<file path="src/rtl/game_pkg.sv">
// Shared game types: move directions and the move arbiter state encoding.
package game_pkg;

    // Move code offered to the movement/rng consumer.
    typedef enum logic [1:0] {
        UP    = 2'd0,
        DOWN  = 2'd1,
        LEFT  = 2'd2,
        RIGHT = 2'd3
    } dir_t;

    // Move arbiter control states.
    typedef enum logic [1:0] {
        IDLE         = 2'd0,
        DEBOUNCE     = 2'd1,
        WAIT_ACK     = 2'd2,
        WAIT_RELEASE = 2'd3
    } arb_state_t;

    // Width of the debounce/release qualification counter.
    localparam int CNT_W = 20;

    // Fixed-priority pick over {right, left, bot, top}: top wins, right loses.
    function automatic dir_t pick_dir(input logic [3:0] btns);
        if (btns[0]) begin
            return UP;
        end else if (btns[1]) begin
            return DOWN;
        end else if (btns[2]) begin
            return LEFT;
        end else begin
            return RIGHT;
        end
    endfunction

endpackage

</file>
<file path="src/rtl/btn_sync.sv">
// Two-flop synchronizer for the four raw pushbuttons.
module btn_sync (
    input  logic       clk,
    input  logic       rst,
    input  logic [3:0] d,
    output logic [3:0] q
);

    logic [3:0] meta;

    // First flop may go metastable; second flop hands a settled value onward.
    always_ff @(posedge clk or negedge rst) begin
        if (!rst) begin
            meta <= '0;
            q    <= '0;
        end else begin
            meta <= d;
            q    <= meta;
        end
    end

endmodule

</file>
<file path="src/rtl/move_arbiter.sv">
// Turns four raw pushbuttons into debounced, one-per-press move codes
// offered on a valid/ack handshake, and counts accepted moves.
module move_arbiter
    import game_pkg::*;
#(
    parameter int DEBOUNCE_CYCLES = 500000
) (
    input  logic        clk,
    input  logic        rst,
    input  logic        btn_top,
    input  logic        btn_bot,
    input  logic        btn_left,
    input  logic        btn_right,
    input  logic        enable,
    input  logic        busy,
    input  logic        dir_ack,
    output logic        dir_valid,
    output dir_t        dir,
    output logic [15:0] move_count
);

    localparam logic [CNT_W-1:0] CNT_LAST = CNT_W'(DEBOUNCE_CYCLES - 1);
    localparam logic [CNT_W-1:0] CNT_MAX  = '1;

    logic [3:0]       btn_s;
    arb_state_t       state, state_nx;
    logic [CNT_W-1:0] cnt, cnt_nx, cnt_inc;
    dir_t             cand, cand_nx;
    logic             dir_valid_nx;
    dir_t             dir_nx;
    logic [15:0]      move_count_nx;

    // Bit order matches the direction codes, so a button index is its dir_t.
    btn_sync u_btn_sync (
        .clk (clk),
        .rst (rst),
        .d   ({btn_right, btn_left, btn_bot, btn_top}),
        .q   (btn_s)
    );

    // Saturating increment: the counter must never wrap back to zero.
    assign cnt_inc = (cnt == CNT_MAX) ? cnt : cnt + 1'b1;

    // Next-state and next-output decode for the arbiter FSM.
    always_comb begin
        // NOTE: every target gets a hold value first, so no path can infer a latch.
        state_nx      = state;
        cnt_nx        = cnt;
        cand_nx       = cand;
        dir_valid_nx  = dir_valid;
        dir_nx        = dir;
        move_count_nx = move_count;
        case (state)
            IDLE: begin
                if (enable && !busy && (|btn_s)) begin
                    cand_nx  = pick_dir(btn_s);
                    cnt_nx   = '0;
                    state_nx = DEBOUNCE;
                end
            end
            DEBOUNCE: begin
                if (!btn_s[cand] || !enable) begin
                    state_nx = IDLE;
                end else if (cnt == CNT_LAST) begin
                    dir_valid_nx = 1'b1;
                    dir_nx       = cand;
                    state_nx     = WAIT_ACK;
                end else begin
                    cnt_nx = cnt_inc;
                end
            end
            WAIT_ACK: begin
                // Offer is held regardless of enable, busy or buttons.
                if (dir_ack) begin
                    dir_valid_nx  = 1'b0;
                    move_count_nx = move_count + 16'd1;
                    cnt_nx        = '0;
                    state_nx      = WAIT_RELEASE;
                end
            end
            WAIT_RELEASE: begin
                // All buttons must stay low for the full window; any press restarts it.
                if (|btn_s) begin
                    cnt_nx = '0;
                end else if (cnt == CNT_LAST) begin
                    state_nx = IDLE;
                end else begin
                    cnt_nx = cnt_inc;
                end
            end
            default: begin
                state_nx = IDLE;
            end
        endcase
    end

    // State, counter and registered outputs; reset drops any pending move.
    always_ff @(posedge clk or negedge rst) begin
        if (!rst) begin
            state      <= IDLE;
            cnt        <= '0;
            cand       <= UP;
            dir_valid  <= 1'b0;
            dir        <= UP;
            move_count <= '0;
        end else begin
            // NOTE: non-blocking updates keep every register sampling pre-edge values.
            state      <= state_nx;
            cnt        <= cnt_nx;
            cand       <= cand_nx;
            dir_valid  <= dir_valid_nx;
            dir        <= dir_nx;
            move_count <= move_count_nx;
        end
    end

endmodule

</file>
<file path="config.mk">
export PLATFORM = sky130hd
export DESIGN_NAME = move_arbiter
export DESIGN_NICKNAME = d
export VERILOG_FILES = /design/src/rtl/game_pkg.sv /design/src/rtl/btn_sync.sv /design/src/rtl/move_arbiter.sv
export SDC_FILE = /design/constraint.sdc
export NUM_CORES = 1
export LEC_CHECK = 0
export BUFFER_PORTS_ARGS = -buffer_cell sky130_fd_sc_hd__buf_2
export CAP_MARGIN = 20
export CORE_MARGIN = 2
export CORE_UTILIZATION = 50
export CTS_CLUSTER_SIZE = 14
export DETAILED_ROUTE_END_ITERATION = 12
export GPL_ROUTABILITY_DRIVEN = 0
export PLACE_DENSITY = 0.8
export SLEW_MARGIN = 10
export SYNTH_ARGS = -nofsm -noshare
export SYNTH_HDL_FRONTEND = slang
export SYNTH_SLANG_ARGS = --single-unit
</file>
<file path="constraint.sdc">
create_clock -name clk -period 2.2 [get_ports clk]
set_input_delay 0.44 -clock clk [delete_from_list [all_inputs] [get_ports clk]]
set_output_delay 0.44 -clock clk [all_outputs]
set_load 0.02 [all_outputs]
</file>
Word level (Yosys, flattened, before mapping). Cells that the tools add are included.

Input port bits: 9. Word-level logic and storage cells: 62. Output and inout port bits: 19. Flip-flop bits (word level): 51.

Reductions and logical operators: 15. Order comparisons: 1. Equality and inequality tests: 12. Multiplexer cells: 23. Bitwise operators: 1. Add/sub/neg operators: 2.

Operators with widths (number): 20-bit 2-to-1 mux (6); 20-bit one-hot mux with 4 select lines (1); 20-bit by 1-bit adder with 20-bit output (second input constant) (1); 20-bit by 19-bit equality test with 1-bit output (second input constant) (1); 20-bit equality test (second input constant) (1); 16-bit by 1-bit adder with 16-bit output (second input constant) (1); 2-bit 2-to-1 mux (8); 2-bit != test (second input constant) (6); 2-bit one-hot mux with 4 select lines (1); 3-bit AND reduction (2); 1-bit 2-to-1 mux (5); 5-bit AND reduction (1); 2-bit equality test (second input constant) (2); 2-bit AND reduction (2); 4-bit AND reduction (1); 4-bit OR reduction (1); 1-bit logical NOT (3); 2-bit by 3-bit < comparator with 1-bit output (second input constant) (1); 3-bit != test (second input constant) (1); 1-bit binary-select mux with 2-bit select (1); 2-bit by 1-bit equality test with 1-bit output (second input constant) (1); 1-bit logical AND (2); 2-bit logical NOT (1); 1-bit one-hot mux with 2 select lines (1); other kinds (3) (3).

Logic depth before layout (Yosys ltp).
Depth in word-level cells: 6. Mapped depth: 7. Gate-level depth less buffers: 6.

Cells and area by module. Synthesis repeated with hierarchy kept, for this count alone.

Cell total of the unflattened synthesis: 245. Area, all modules: 2602.5 µm².

Modules (own cells, without submodules): move_arbiter (cells each 237, area each 2402.3 µm², sequential area each 1076.0 µm², times used 1); btn_sync (cells each 8, area each 200.2 µm², sequential area each 200.2 µm², times used 1).

Worst setup path before layout. OpenSTA, ideal clock, no wires.

Path type: register to register. Start: register cnt[0]. End: register dir[0]. Setup time: 0.125 ns. Period minus slack after synthesis: 1.950 ns. Buffers on the path: 0. Data required time: 2.075 ns. Arrival time: 1.826 ns. Cell stages (with the launch flop): 7. Setup slack: 0.250 ns. Cells stage by stage: dfrtp_1 ha_1 nand2_1 nor4_1 and3_1 and4_1 mux2_2.

Word-level cells in the longest chain between the ends: 2.

RTL lines: start, declared (line move_arbiter.sv:27) `logic [CNT_W-1:0] cnt, cnt_nx, cnt_inc;`; start signal, assigned (line move_arbiter.sv:109) `cnt <= cnt_nx;`; 20-bit by 19-bit equality test with 1-bit output (line move_arbiter.sv:64) `end else if (cnt == CNT_LAST) begin`; 3-bit AND reduction (no line); end signal, assigned (line move_arbiter.sv:112) `dir <= dir_nx;`; end, declared (line move_arbiter.sv:18) `output dir_t dir,`.

No other way between the ends. A chain may end at the register's enable or synchronous reset.

Final worst setup path.
Start: register cnt[6]. End: register cnt[0].

Word-level cells in the longest chain between the ends: 5. Elaborated cells between the ends (all ways): 7. Classes of those cells: 2 x eq/ne; 5 x mux.

RTL lines: 20-bit equality test (line move_arbiter.sv:42) `assign cnt_inc = (cnt == CNT_MAX) ? cnt : cnt + 1'b1;`; 20-bit 2-to-1 mux (line move_arbiter.sv:42); 20-bit 2-to-1 mux * (line move_arbiter.sv:64, move_arbiter.sv:85); 20-bit 2-to-1 mux, on equally long branches (line move_arbiter.sv:83, move_arbiter.sv:62); 20-bit one-hot mux with 4 select lines * (line move_arbiter.sv:53) `case (state)`.

Every way passes the cells marked *; elsewhere a longest branch is shown, timed or not. The select of a mux whose other input is x is not followed.

==> results.cfg <==
[timing]
period_share_pct = 93.2
setup_tns_ns = 0
tightest_slew_ns = 0.634
setup_ws_ns = 0.149
slew_headroom_pct = 57.8
fin_skew_ns = 0.00978
maxSlewViolCount = 0
finalHoldViolations = 0
clock.fmax_mhz = 488
finalSetupViolCount = 0
whs_ns = 0.224
rsz0062_at_grt = no
layout_min_cycle_time_ns = 2.05

[status]
status = finished clean

[final_layout]
final_common_cell = dfrtp_1
fin_nets = 321
fin_util_pct = 58.1
layout_common_cells = 51 x dfrtp_1, 27 x buf_2, 25 x nand2_1, 21 x nand3_1
syn_to_final_growth_pct = 13.8
drive_gt1_share_pct = 21.5
antennaDiodeCount = 0

[worst_setup_path]
crit_path_end_kind = flop
crit_arrival_ns = 2.26
crit_chain = or4b_2 > nor4_4 > a22o_2 > nor4_1 > a21o_1
crit_type = reg2reg
max_stage_delay_ns = 0.74
crit_fanout = 7
crit_path_start_kind = flop
critPathSlowestCell = or4b_2
cp_data_required_time_ns = 2.40

[synthesis]
synth_top_family_by_area = simple AND/OR/NAND/NOR gates
ys_warn_count = 0
synth_edf_count = 0
ys_async_sr_fraction_pct = 100
ys_ff_latch = 51
synth-xor-area-share_pct = 4.73
syn_area_per_cell_um2 = 10.2
synth.distinct_cells = 61
synth-simple-area-share_pct = 27.2
synthesis.area_um2 = 2780
yosysSeqAreaShare_pct = 45.9
postSynthCellCount = 271
synth_mux_area_share_pct = 5.63
synth_nets = 282
synth-compound-area-share_pct = 11.5
synthFlopType = dfrtp_1
synthAdderAreaFrac_pct = 0.901

[power_and_ir_drop]
power_density_nw_per_um2 = 603
p_comb_share_pct = 11.0
internal_power_uw = 1430
clock_power_share_pct = 36.5
peakVddDrop_mv = 0.325
switchingPower_uw = 477
p_leak_uw = 0.00145
seqPwrFrac_pct = 52.5
power_switching_share_pct = 25.0

[global_routing]
grt_max_degree = 52
grt_use_total_pct = 20.3
grt_pass1_wl_um = 10000
overflow = 0
grt_pass1_vias = 2161
antenna_found_initial = 0

[clock_network]
cts_root_buf = clkbuf_8
cts_buffers = 5
insertion_delay_ns = 0.30
htreeDepth = 2
cts_hold_buf = 0
clock-sinks = 51
clockBufferDepth = 2
path_clk_slew_ns = 0.10
tritoncts = yes

[route]
vias_per_cell = 5.97
drtIter0Drc = 154
wl_per_cell_um = 15.6
drt_wl_total_um = 5980
vias = 2288
ant_nets = 0
firstDrtPassIters = 5
drc = 0

[placed_design]
pre_cts_slack_ns = 0.102
post-dp-hpwl_um = 4280
io_buffers = 27

[floorplan]
fp.dieW_um = 78.5
placement_rows = 27
dieArea_um2 = 6170
initial_core_util_pct = 51.1
num_io_pins = 28
dieHeight_um = 78.5
fp.coreArea_um2 = 5440

[flow_run]
maxCapViolCount = 0

[hold_path]
hp-class = in2async
-- Yosys cell counts, types with 3 or more instances --
| cell | number | area (µm²) |
|---|---|---|
| a21o_1 | 4 | 30.0 |
| a21oi_1 | 10 | 50.1 |
| and3_1 | 6 | 37.5 |
| and4_1 | 5 | 43.8 |
| buf_2 | 3 | 15.0 |
| dfrtp_1 | 51 | 1280 |
| inv_1 | 6 | 22.5 |
| mux2_2 | 5 | 56.3 |
| mux2i_1 | 10 | 100 |
| nand2_1 | 25 | 93.8 |
| nand2b_1 | 10 | 62.6 |
| nand3_1 | 21 | 105 |
| nand4_1 | 10 | 62.6 |
| nor2_1 | 12 | 45.0 |
| nor3_1 | 8 | 40.0 |
| nor4_1 | 8 | 50.1 |
| nor4b_1 | 4 | 35.0 |
| o22a_1 | 3 | 26.3 |
| or3_1 | 3 | 18.8 |
| xnor2_1 | 10 | 87.6 |
| xor2_1 | 5 | 43.8 |
-- final timing paths --
kind                            slack, ns               start  cells after the start            endpoint
worst max-delay path                 0.15              cnt[6]                      5              cnt[0]
worst min-delay path                 0.22                 rst                      2             cnt[17]
worst max register to register       0.15              cnt[6]                      5              cnt[0]
worst min register to register       0.36  u_btn_sync.meta[3]                      0     u_btn_sync.q[3]
max in group asynchronous            1.53                 rst                      2             cnt[13]
min in group clk                     0.24             btn_bot                      1  u_btn_sync.meta[1]
-- area by class of cell --
| class | instances | area (µm²) |
|---|---|---|
| clock inverters | 2 | 38.8 |
| repair buffers | 40 | 245 |
| multi-input cells | 206 | 1410 |
| fillers | 457 | 2280 |
| clock buffers | 6 | 82.6 |
| inverters | 6 | 22.5 |
| flip-flops and latches | 51 | 1280 |
| well taps | 72 | 90.1 |
-- layer usage --
layer  part of all wire [%]  up-vias  GRT usage, %
met4                    1.2        0          6.14
met5                      0        -             0
li1                       -     1089             -
met2                     47       78          34.2
met3                    4.6       10          2.76
met1                     47     1111          27.4
-- flip-flops by register name, indices dropped and copies added (netlist names), named ones only --
| signal | cells |
|---|---|
| cnt | 20 |
| state | 1 |
| u_btn_sync.q | 4 |
| u_btn_sync.meta | 4 |
| cand | 2 |
| move_count | 16 |
| dir_valid | 1 |
| dir | 2 |
-- cells by family after synthesis --
family / Yosys count
buffers and inverters: 14
DFF: 51
and+or+nand+nor: 130
muxes: 15
adders and majority gates: 2
xor gates and xnor gates: 15
AOI/OAI and AO/OA: 44
-- metrics by stage --
step / instance area [µm²] / power [µW] / std cells
floorplan: 2780 / 1170 / 271
global placement: 3020 / 1210 / 375
detailed placement: 3020 / 1220 / 375
CTS: 3140 / 1930 / 383
global route: 3160 / 1980 / 383
finish: 3160 / 1910 / 383
-- worst max-delay path: cells and delay by family, from the launching register on --
family,cells,cell delay [ns]
and+or+nand+nor,3,1.00
DFF,1,0.49
AOI/OAI and AO/OA,2,0.47
-- what timing repair did --
action	4_1_cts	5_1_grt
endpoints found under the setup margin	0	2
setup buffers	0	0
gates resized for setup	0	3
-- power groups by stage --
stage | combinational [µW] | clock (µW) | sequential, µW
floorplan | 160 | 0 | 1010
global placement | 200 | 0 | 1010
detailed placement | 207 | 0 | 1020
CTS | 209 | 717 | 999
global route | 232 | 746 | 1010
finish | 210 | 696 | 1000
Power figures use the tool's default switching activity.
